==> config.mk <==
export PLATFORM = sky130hd
export DESIGN_NAME = nway_mux_stage
export DESIGN_NICKNAME = d
export VERILOG_FILES = /design/src/rtl/nway_mux_pkg.sv /design/src/rtl/nway_mux.sv /design/src/rtl/nway_mux_stage.sv
export SDC_FILE = /design/constraint.sdc
export NUM_CORES = 1
export LEC_CHECK = 0
export CAP_MARGIN = 10
export CELL_PAD_IN_SITES_DETAIL_PLACEMENT = 1
export CELL_PAD_IN_SITES_GLOBAL_PLACEMENT = 1
export CORE_MARGIN = 8
export CORE_UTILIZATION = 34
export DETAILED_ROUTE_END_ITERATION = 8
export PLACE_DENSITY_LB_ADDON = 0.25
export RECOVER_POWER = 25
export SYNTH_ARGS = -nofsm -noshare
export SYNTH_HDL_FRONTEND = slang
export SYNTH_SLANG_ARGS = --single-unit
export TNS_END_PERCENT = 20
==> constraint.sdc <==
create_clock -name clk -period 2 [get_ports clk]
set_input_delay 0.3 -clock clk [delete_from_list [all_inputs] [get_ports clk]]
set_output_delay 0.3 -clock clk [all_outputs]
set_load 0.02 [all_outputs]
==> src/rtl/nway_mux_pkg.sv <==
// Shared types and helpers for the registered N-way select stage.
package nway_mux_pkg;

  // Occupancy of the stage: nothing held, main register only, main plus skid.
  typedef enum logic [1:0] {
    ST_EMPTY = 2'd0,
    ST_ONE   = 2'd1,
    ST_TWO   = 2'd2
  } stage_state_e;

  // Select width for m inputs; a single input still gets a one-bit select.
  function automatic int sel_width(input int m);
    return (m <= 2) ? 1 : $clog2(m);
  endfunction

endpackage

==> src/rtl/nway_mux.sv <==
// Combinational M:1 N-bit select; out-of-range selects yield zero data and err=1.
module nway_mux
  import nway_mux_pkg::*;
#(
  parameter int N    = 32,
  parameter int M    = 4,
  parameter int SELW = sel_width(M)
) (
  input  logic [M*N-1:0] in_data,
  input  logic [SELW-1:0] in_sel,
  output logic [N-1:0]    sel_data,
  output logic            sel_err
);

  logic [N-1:0] lane [M];

  // Unpack the flat input bus into one slice per input.
  for (genvar gi = 0; gi < M; gi++) begin : g_lane
    assign lane[gi] = in_data[gi*N +: N];
  end

  // Pick the addressed lane; no match means the select is out of range.
  always_comb begin
    sel_data = '0;
    sel_err  = 1'b1;
    for (int k = 0; k < M; k++) begin
      if (in_sel == SELW'(k)) begin
        sel_data = lane[k];
        sel_err  = 1'b0;
      end
    end
  end

endmodule

==> src/rtl/nway_mux_stage.sv <==
// Registered M:1 select behind a valid/ready handshake with a two-entry skid buffer.
module nway_mux_stage
  import nway_mux_pkg::*;
#(
  parameter int N    = 32,
  parameter int M    = 4,
  parameter int SELW = sel_width(M)
) (
  input  logic            clk,
  input  logic            rst_n,
  input  logic [M*N-1:0]  in_data,
  input  logic [SELW-1:0] in_sel,
  input  logic            in_valid,
  output logic            in_ready,
  input  logic            flush,
  output logic [N-1:0]    out_data,
  output logic            out_err,
  output logic            out_valid,
  input  logic            out_ready
);

  stage_state_e state_q, state_d;
  logic [N-1:0] main_data_q, main_data_d;
  logic         main_err_q, main_err_d;
  logic [N-1:0] skid_data_q, skid_data_d;
  logic         skid_err_q, skid_err_d;
  logic         in_ready_q, in_ready_d;

  logic [N-1:0] sel_data;
  logic         sel_err;
  logic         accept;
  logic         issue;

  nway_mux #(
    .N    (N),
    .M    (M),
    .SELW (SELW)
  ) u_mux (
    .in_data  (in_data),
    .in_sel   (in_sel),
    .sel_data (sel_data),
    .sel_err  (sel_err)
  );

  // in_ready comes straight from a flop so it never sees out_ready combinationally.
  assign accept    = in_valid & in_ready_q;
  assign issue     = (state_q != ST_EMPTY) & out_ready;
  assign in_ready  = in_ready_q;
  assign out_valid = (state_q != ST_EMPTY);
  assign out_data  = main_data_q;
  assign out_err   = main_err_q;

  // Next-state and register-load decisions for the occupancy FSM.
  always_comb begin
    state_d     = state_q;
    main_data_d = main_data_q;
    main_err_d  = main_err_q;
    skid_data_d = skid_data_q;
    skid_err_d  = skid_err_q;

    unique case (state_q)
      ST_EMPTY: begin
        if (accept) begin
          state_d     = ST_ONE;
          main_data_d = sel_data;
          main_err_d  = sel_err;
        end
      end
      ST_ONE: begin
        if (accept && issue) begin
          main_data_d = sel_data;
          main_err_d  = sel_err;
        end else if (accept) begin
          state_d     = ST_TWO;
          skid_data_d = sel_data;
          skid_err_d  = sel_err;
        end else if (issue) begin
          state_d = ST_EMPTY;
        end
      end
      ST_TWO: begin
        // in_ready is low here, so only the drain path exists.
        if (issue) begin
          state_d     = ST_ONE;
          main_data_d = skid_data_q;
          main_err_d  = skid_err_q;
        end
      end
      default: begin
        state_d = ST_EMPTY;
      end
    endcase

    // Squash wins over everything: drop held beats and any beat accepted now,
    // leaving the last output value visible but invalid.
    if (flush) begin
      state_d     = ST_EMPTY;
      main_data_d = main_data_q;
      main_err_d  = main_err_q;
      skid_data_d = skid_data_q;
      skid_err_d  = skid_err_q;
    end

    in_ready_d = (state_d != ST_TWO);
  end

  // State, data registers and the ready flop; reset empties the stage at once.
  always_ff @(posedge clk or negedge rst_n) begin
    if (!rst_n) begin
      state_q     <= ST_EMPTY;
      main_data_q <= '0;
      main_err_q  <= 1'b0;
      skid_data_q <= '0;
      skid_err_q  <= 1'b0;
      in_ready_q  <= 1'b1;
    end else begin
      state_q     <= state_d;
      main_data_q <= main_data_d;
      main_err_q  <= main_err_d;
      skid_data_q <= skid_data_d;
      skid_err_q  <= skid_err_d;
      in_ready_q  <= in_ready_d;
    end
  end

endmodule

; ---- Yosys cells after proc, flatten, opt, wreduce, memory -nomap -nowiden
; Cells that the tools add are included.
[word_totals]
in_bits = 135
out_inout_bits = 35
ff_bits = 69
elab_cells = 49
[classes]
bitwise = 4
n_eq_ne = 9
reduce_logical = 7
muxes = 23
[ops]
columns = cell, count
row1 = $mux 32, 7
row2 = $pmux 32 s3, 1
row3 = $mux 2, 6
row4 = $ne 2x2->1 const B, 4
row5 = $mux 1, 7
row6 = $eq 2x2->1 const B, 3
row7 = $pmux 2 s3, 1
row8 = $reduce_and 5->1, 1
row9 = $eq 2x1->1 const B, 2
row10 = $logic_not 2->1, 2
row11 = $reduce_and 4->1, 1
row12 = $pmux 1 s3, 1
row13 = $reduce_bool 3->1, 1
row14 = $and 1x1->1, 2
row15 = $not 1->1, 2
row16 = $reduce_bool 2->1, 1
row17 = $logic_and 1x1->1, 1

; ---- Longest topological paths before layout
; Gate-level depths: netlist of run 1.
[logic_depth]
depth_word = 8
mapped_depth = 7
depth_no_buf = 4

; ---- By module
; A second synthesis of run 1 with hierarchy kept.
[hier_totals]
hier_cells = 271
hier_area_um2 = 3819.9
[modules_own_cells]
columns = mod, cells_each, n_inst, area_per_inst_um2
row1 = nway_mux_stage, 230, 1, 2994.1
row2 = nway_mux, 41, 1, 825.8

; ---- Worst setup path before layout of run 1
; OpenSTA, ideal clock, no wires.
[synth_timing]
path_type = register to register
startpoint = register in_ready_q, in the netlist in_ready
endpoint = register main_data_q[13], in the netlist out_data[13]
arrival_ns = 1.452
setup_time_ns = 0.128
t_required_ns = 1.872
path_slack_ns = 0.420
period_less_slack_ns = 1.580
path_stages_with_launch = 6
path_cell_list = dfstp_2 > nand2_1 > nor3_2 > o21bai_4 > buf_6 > mux2_1
[synth_via]
elab_chain_cells = 4
elab_cells_between_ends = 5
cone_classes = eq/ne: 2 / bitwise: 1 / reduce/logical: 2
[synth_lines]
columns = element, line
row1 = from (decl), nway_mux_stage.sv:27  ; logic in_ready_q, in_ready_d;
row2 = from (signal assigned), nway_mux_stage.sv:122  ; in_ready_q <= in_ready_d;
row3 = $and 1x1->1 (*), nway_mux_stage.sv:46  ; assign accept = in_valid & in_ready_q;
row4 = $logic_and 1x1->1, nway_mux_stage.sv:70  ; if (accept && issue) begin
row5 = $ne 2x2->1 (no line), --
row6 = $reduce_and 5->1 (no line) (*), --
row7 = to (signal assigned), nway_mux_stage.sv:118  ; main_data_q <= main_data_d;
row8 = to (decl), nway_mux_stage.sv:23  ; logic [N-1:0] main_data_q, main_data_d;
; Mark *: on every way between the ends. The rest lies on a longest branch, timed or not.
; A chain may end at the register's enable or synchronous reset.

; ---- Final worst setup path of run 1
[layout_timing]
startpoint = register state_q[1]
endpoint = register main_data_q[2], in the netlist out_data[2]
[layout_via]
elab_chain_cells = 5
elab_cells_between_ends = 12
cone_classes = eq/ne: 5 / mux: 1 / bitwise: 1 / reduce/logical: 5
[layout_lines]
columns = element, line
row1 = from (decl), nway_mux_stage.sv:22  ; stage_state_e state_q, state_d;
row2 = from (signal assigned), nway_mux_stage.sv:117  ; state_q <= state_d;
row3 = $reduce_bool 2->1, nway_mux_stage.sv:47  ; assign issue = (state_q != ST_EMPTY) & out_ready;
row4 = $and 1x1->1, nway_mux_stage.sv:47
row5 = $logic_and 1x1->1, nway_mux_stage.sv:70
row6 = $ne 2x2->1 (no line), --
row7 = $reduce_and 5->1 (no line), --
; Parallel ways exist; a longest one is shown, timed or not.

==> impl_metrics.csv, run 1 <==
group,metric,value,unit
outcome,status,"finished clean",
clocking,cts.htree.levels,3,
clocking,clockRootBuffer,"clkbuf_16",
sta,timing.final.crit_share,0.8939,
die,io_pins,170,
worst_setup_path,worst_setup_path_end_kind,"register",
sta,max_slew_margin,0.2945,
grt,gr-total-overflow,0,
synth,yosysSeqAreaShare,0.3730,
die,die-area,0.01761,mm²
synth,post_synth_num_cell_types,34,
clocking,cts_setup_buffers,0,
grt,grt_start_max_net_pins,56,
sta,finalHoldViolCount,0,
synth,syn_nets,570,
finish,layout-area-overhead-vs-synth,45.68,%
power_and_ir_drop,power.net_switching,1.623,mW
worst_setup_path,worstPathRequired,2.21,ns
worst_setup_path,start_kind,"register",
sta,skew,0.004270,ns
synth,ys.flop_type,"dfrtp_1",
worst_setup_path,critical_path_class,"register to register",
die,chipHeight,132.7,µm
power_and_ir_drop,swShare,0.3024,
power_and_ir_drop,max-vdd-ir-drop,416.6,µV
sta,slew_viol_final,0,
clocking,cts_inserted_buffers,9,
sta,worstMarginPinSlew,1.058,ns
place,dp.cells,759,
finish,fillers,1488,
worst_setup_path,cp_max_fo,32,
clocking,clk_path_buf_depth,2,
place,routabilityCongestion,0.7132,
drt,dr.pass1.iters,4,
drt,routed-via-count,3981,
sta,rsz0062_at_grt,"false",
power_and_ir_drop,intPower,3.744,mW
drt,ant_nets,0,
drt,wl_per_cell,19.06,µm
grt,grt_pass1_vias,4627,
flow_run,max_cap_viol_count,0,
clocking,cts_tree,"built",
drt,wl,14.77,mm
die,initial_core_util,0.3484,
synth,syn_inst,435,
die,rows,42,
power_and_ir_drop,pwr-share-clk,0.301,
finish,multiInputGateArea,0.002605,mm²
sta,finalSetupViolCount,0,
sta,min_period,1.788,ns
grt,grt_pass1_wl,24.17,mm
sta,tns,0,ns
min_path,holdCritPathClass,"register to register",
synth,yosysWarnings,0,
power_and_ir_drop,p_leak,2.881,nW
grt,antenna_found_initial,0,
sta,clock.fmax,559.4,MHz
power_and_ir_drop,p_comb_frac,0.330,
drt,via_per_inst,5.137,
finish,drive_gt1_frac,0.2220,
power_and_ir_drop,p_seq_frac,0.369,
synth,async_reset_ff_frac,1.000,
synth,avgSynthCellArea,10.65,µm²
drt,drc_errors,0,
grt,grt.total_usage,0.1690,
finish,stdcell_count,775,
place,numPortBuffers,169,
synth,synth_edf_count,0,
finish,antenna_cells,0,
synth,syn_area,0.004632,mm²
sta,fin_hold_ws,0.4825,ns
clocking,cts.clk_slew.worst_paths,0.06,ns
worst_setup_path,arrival,1.99,ns
die,die_x,132.7,µm
finish,final_nets,730,
die,core_area,0.01330,mm²
finish,regArea,0.001728,mm²
synth,ys_seq_elements,69,
clocking,cts_sinks,69,
drt,drt_iter0_drc,174,
clocking,clkLatencyLatePin,0.33,ns
place,post-dp-hpwl,11.17,mm
power_and_ir_drop,powerDensity,795.3,mW/mm²
[registers in the layout, summed over array words and instances (netlist names)]
register / count
state_q: 2
out_data: 32
skid_data_q: 32
in_ready: 1
skid_err_q: 1
out_err: 1
[layout make-up]
class / instances / share of cell area
clock buffer: 11 / 0.03746
clock inverter: 4 / 0.007046
inverter: 2 / 0.001113
multi-input combinational: 327 / 0.3861
sequential: 69 / 0.2561
tap: 176 / 0.03263
timing repair buffer: 186 / 0.2796
[cell usage after synthesis (8+ instances only)]
cell	instances	area share
dfrtp_1	68	0.37
nand2_1	35	0.028
mux2_2	38	0.092
mux2_1	8	0.019
nor2_1	58	0.047
buf_2	18	0.019
a211oi_1	15	0.024
buf_6	13	0.032
mux2i_1	41	0.089
o21ai_0	26	0.028
nor3b_2	18	0.049
a21oi_1	26	0.028
mux2_4	18	0.058
a211oi_2	10	0.027
[through the flow]
stage	utilization	cell area [µm²]	power, mW	setup WS, ns
2_1_floorplan	-	4632	2.881	0.4199
4_1_cts	0.5075	6748	5.438	0.01782
3_5_place_dp	0.4842	6437	3.791	0.009292
3_3_place_gp	0.4842	6437	3.697	0.08743
6_report	0.5075	6748	5.366	0.2123
5_1_grt	0.5075	6748	5.661	0.1107
[power groups by stage]
stage                     sequential (mW)  combinational [mW]  clock (mW)
after floorplan                      2.16               0.720           0
after global placement               1.97                1.73           0
after detailed placement             2.00                1.79           0
after CTS                            1.98                1.81        1.65
after global routing                 2.02                1.92        1.71
final                                1.98                1.77        1.62
[routing by layer]
metal	vias to the layer above	share of wire	global-route usage
met5	-	0	0
met4	0	0.0089	0.03659
met3	10	0.059	0.05261
met2	108	0.51	0.3038
met1	1981	0.42	0.1913
li1	1882	-	-
[kinds of logic (layout without fill, tap and decap cells)]
| kind of cell | after synthesis | count (layout) | share of synthesized area |
|---|---|---|---|
| buffers and inverters | 39 | 203 | 0.06510 |
| and+or+nand+nor | 129 | 129 | 0.1586 |
| DFF | 69 | 69 | 0.3730 |
| muxes | 105 | 105 | 0.2588 |
| AOI/OAI and AO/OA | 93 | 93 | 0.1445 |
[repair_timing]
item | 4_1_cts | 5_1_grt
hold buffers | 1 | 0
endpoints found under the hold margin | 38 | 0
setup endpoints to repair | 0 | 1
gates resized for setup | 0 | 1
[path summary, 6_finish.rpt]
check	to	slack, ns	depth (start not counted)	from
setup / recovery	out_data[2]$_DFFE_PN0P_	0.21	4	state_q[1]$_DFF_PN0_
hold / removal	skid_data_q[13]$_DFFE_PN0P_	0.48	2	skid_data_q[13]$_DFFE_PN0P_
setup reg to reg	out_data[2]$_DFFE_PN0P_	0.21	4	state_q[1]$_DFF_PN0_
hold reg to reg	skid_data_q[13]$_DFFE_PN0P_	0.48	2	skid_data_q[13]$_DFFE_PN0P_
max in group asynchronous	in_ready$_DFF_PN1_	0.49	3	rst_n
min in group asynchronous	skid_data_q[17]$_DFFE_PN0P_	0.71	2	rst_n
[worst max-delay path, cell delays in order, from the launching register on]
cell and delay (ns):
dfrtp_1 0.47, nor2b_4 0.21, nor2_8 0.51, a211oi_1 0.17, mux2_1 0.31
[placed cells by master (no fill, tap or decap), types with 2 or more instances in the layout]
| cell type | n |
|---|---|
| clkdlybuf4s50_1 | 165 |
| dfrtp_1 | 68 |
| nor2_1 | 58 |
| mux2i_1 | 41 |
| mux2_2 | 38 |
| nand2_1 | 35 |
| a21oi_1 | 26 |
| o21ai_0 | 26 |
| mux2_4 | 18 |
| nor3b_2 | 18 |
| a211oi_1 | 15 |
| buf_4 | 11 |
| a211oi_2 | 10 |
| clkbuf_16 | 9 |
| mux2_1 | 8 |
| nor3b_1 | 7 |
| a221oi_2 | 7 |
| o21ai_1 | 6 |
| buf_12 | 6 |
| nor2b_4 | 2 |
| and3b_1 | 2 |
| inv_1 | 2 |
| and2_1 | 2 |
| clkbuf_8 | 2 |
| clkinv_2 | 2 |
Power figures use the tool's default switching activity.
==> run 2: changes to the inputs <==
CELL_PAD_IN_SITES_DETAIL_PLACEMENT = default   (was 1)
CELL_PAD_IN_SITES_GLOBAL_PLACEMENT = default   (was 1)
CORE_UTILIZATION = 45   (was 34)
==> run 2 against run 1 <==
  * Die area is 22% lower
  * Routed wire length is 12% lower
  * Non-clock buffer count stayed put
  * Critical path type is now register to output pin
  * Largest cell class unchanged
==> impl_metrics.csv, run 2 (synthesis results as in run 1) <==
group,metric,value,unit
power_and_ir_drop,max-vdd-ir-drop,405.9,µV
grt,antenna_found_initial,0,
power_and_ir_drop,power.net_switching,1.527,mW
finish,drive_gt1_frac,0.2217,
finish,final_nets,730,
worst_setup_path,cp_max_fo,3,
sta,slew_viol_final,0,
finish,final_common_cell,"clkdlybuf4s50_1",
die,die-area,0.01380,mm²
worst_setup_path,crit_buf_inv,1,
finish,layout-area-overhead-vs-synth,43.63,%
worst_setup_path,crit_cells,1,
clocking,clkLatencyLatePin,0.34,ns
finish,final_util,0.6562,
sta,finalSetupViolCount,0,
sta,timing.final.crit_share,0.8911,
drt,ant_nets,0,
drt,wl,12.95,mm
drt,dr.pass1.iters,4,
place,post-dp-hpwl,9.698,mm
sta,rsz0062_at_grt,"false",
drt,drt_iter0_drc,140,
drt,routed-via-count,3844,
finish,antenna_cells,0,
grt,grt.total_usage,0.1862,
power_and_ir_drop,pwr-share-clk,0.280,
clocking,cts.clk_slew.worst_paths,0.07,ns
outcome,status,"finished clean",
sta,finalHoldViolCount,0,
clocking,cts_inserted_buffers,9,
clocking,clk_path_buf_depth,2,
die,core_area,0.01014,mm²
grt,grt_pass1_vias,4303,
worst_setup_path,slowest_delay,0.61,ns
sta,fin_hold_ws,0.4864,ns
die,rows,37,
worst_setup_path,start_kind,"register",
place,routabilityCongestion,0.7718,
sta,worstMarginPinSlew,0.8852,ns
worst_setup_path,startpoint,"in_ready$_DFF_PN1_",
worst_setup_path,crit_family,"buffers and inverters",
power_and_ir_drop,p_leak,2.860,nW
finish,final_cell_mix,"clkdlybuf4s50_1, dfrtp_1, nor2_1, mux2i_1, mux2_2",
power_and_ir_drop,intPower,3.616,mW
clocking,cts_sinks,69,
die,io_pins,170,
drt,via_per_inst,5.223,
place,numPortBuffers,169,
power_and_ir_drop,p_seq_frac,0.381,
min_path,holdCritPathClass,"register to register",
clocking,clockRootBuffer,"clkbuf_8",
worst_setup_path,worst_setup_path_end_kind,"output pin",
grt,grt_start_max_net_pins,66,
power_and_ir_drop,swShare,0.2969,
sta,tns,0,ns
worst_setup_path,worstPathCellList,"clkdlybuf4s50_1",
flow_run,max_cap_viol_count,0,
sta,skew,0.009179,ns
die,initial_core_util,0.4569,
clocking,cts.htree.levels,3,
die,die_x,117.5,µm
worst_setup_path,arrival,1.48,ns
clocking,cts_setup_buffers,0,
worst_setup_path,setup.worst_path.end,"in_ready",
grt,gr-total-overflow,0,
worst_setup_path,cp_slowest_cell,"clkdlybuf4s50_1",
sta,min_period,1.782,ns
worst_setup_path,reg2reg_from,"state_q[1]$_DFF_PN0_",
place,dpl_worst_slack,0.05720,ns
worst_setup_path,worstPathRequired,1.70,ns
power_and_ir_drop,powerDensity,773.2,mW/mm²
drt,wl_per_cell,17.59,µm
sta,clock.fmax,561.1,MHz
power_and_ir_drop,p_comb_frac,0.339,
worst_setup_path,r2r_cells,4,
sta,fin_ws,0.2179,ns
grt,grt_pass1_wl,21.44,mm
sta,max_slew_margin,0.4098,
worst_setup_path,critical_path_class,"register to output pin",
drt,drc_errors,0,
worst_setup_path,reg2reg_slack,0.23,ns
worst_setup_path,r2r_end,"out_data[7]$_DFFE_PN0P_",
clocking,cts_tree,"built",
die,chipHeight,117.5,µm
-- run 2: cell type report --
class	instances	area (µm²)
Clock buffer	11	151.4
Clock inverter	5	106.4
Fill cell	804	3486
Inverter	2	7.507
Multi-Input combinational cell	327	2603
Sequential cell	69	1728
Tap cell	136	170.2
Timing Repair Buffer	186	1887
-- run 2: timing repair --
action | 4_1_cts | 5_1_grt
hold buffers | 1 | 0
endpoints found under the hold margin | 33 | 0
setup endpoints to repair | 0 | 1
resized for setup | 0 | 1
-- run 2: layer usage --
layer,GRT usage,up-vias,wire [µm]
li1,-,1876,-
met3,0.04700,6,713
met1,0.2262,1845,5724
met5,0,-,0
met2,0.3201,117,6424
met4,0.04964,0,82
-- run 2: power by group through the flow --
stage               Clock, mW  Sequential, mW  Combinational (mW)
detailed placement          0            1.98                1.76
global route             1.54            2.00                1.89
finish                   1.44            1.96                1.74
floorplan                   0            2.16               0.720
global placement            0            1.96                1.71
CTS                      1.46            1.96                1.77
-- run 2: worst min-delay path by stage --
stage,cells past startpoint,start,to,slack [ns]
2_1_floorplan,0,rst_n,out_data[0]$_DFFE_PN0P_,0.004
3_3_place_gp,1,rst_n,out_data[17]$_DFFE_PN0P_,0.28
3_5_place_dp,1,rst_n,out_data[17]$_DFFE_PN0P_,0.28
4_1_cts,2,rst_n,out_data[17]$_DFFE_PN0P_,0.47
5_1_grt,1,skid_err_q$_DFFE_PN0P_,skid_err_q$_DFFE_PN0P_,0.51
6_report,2,skid_data_q[0]$_DFFE_PN0P_,skid_data_q[0]$_DFFE_PN0P_,0.49
-- run 2: through the flow --
step           cells  power [mW]  cell area (µm²)
6_report         736       5.143             6653
5_1_grt          736       5.434             6653
4_1_cts          736       5.185             6653
3_5_place_dp     719       3.739             6385
3_3_place_gp     719       3.674             6385
2_1_floorplan    435       2.881             4632
==> run 3: changes to the inputs <==
ABC_CLOCK_PERIOD_IN_PS = 2000   (was default)
==> results of run 3 <==
The final DEF is identical to that of run 2; final timing and power are the same.
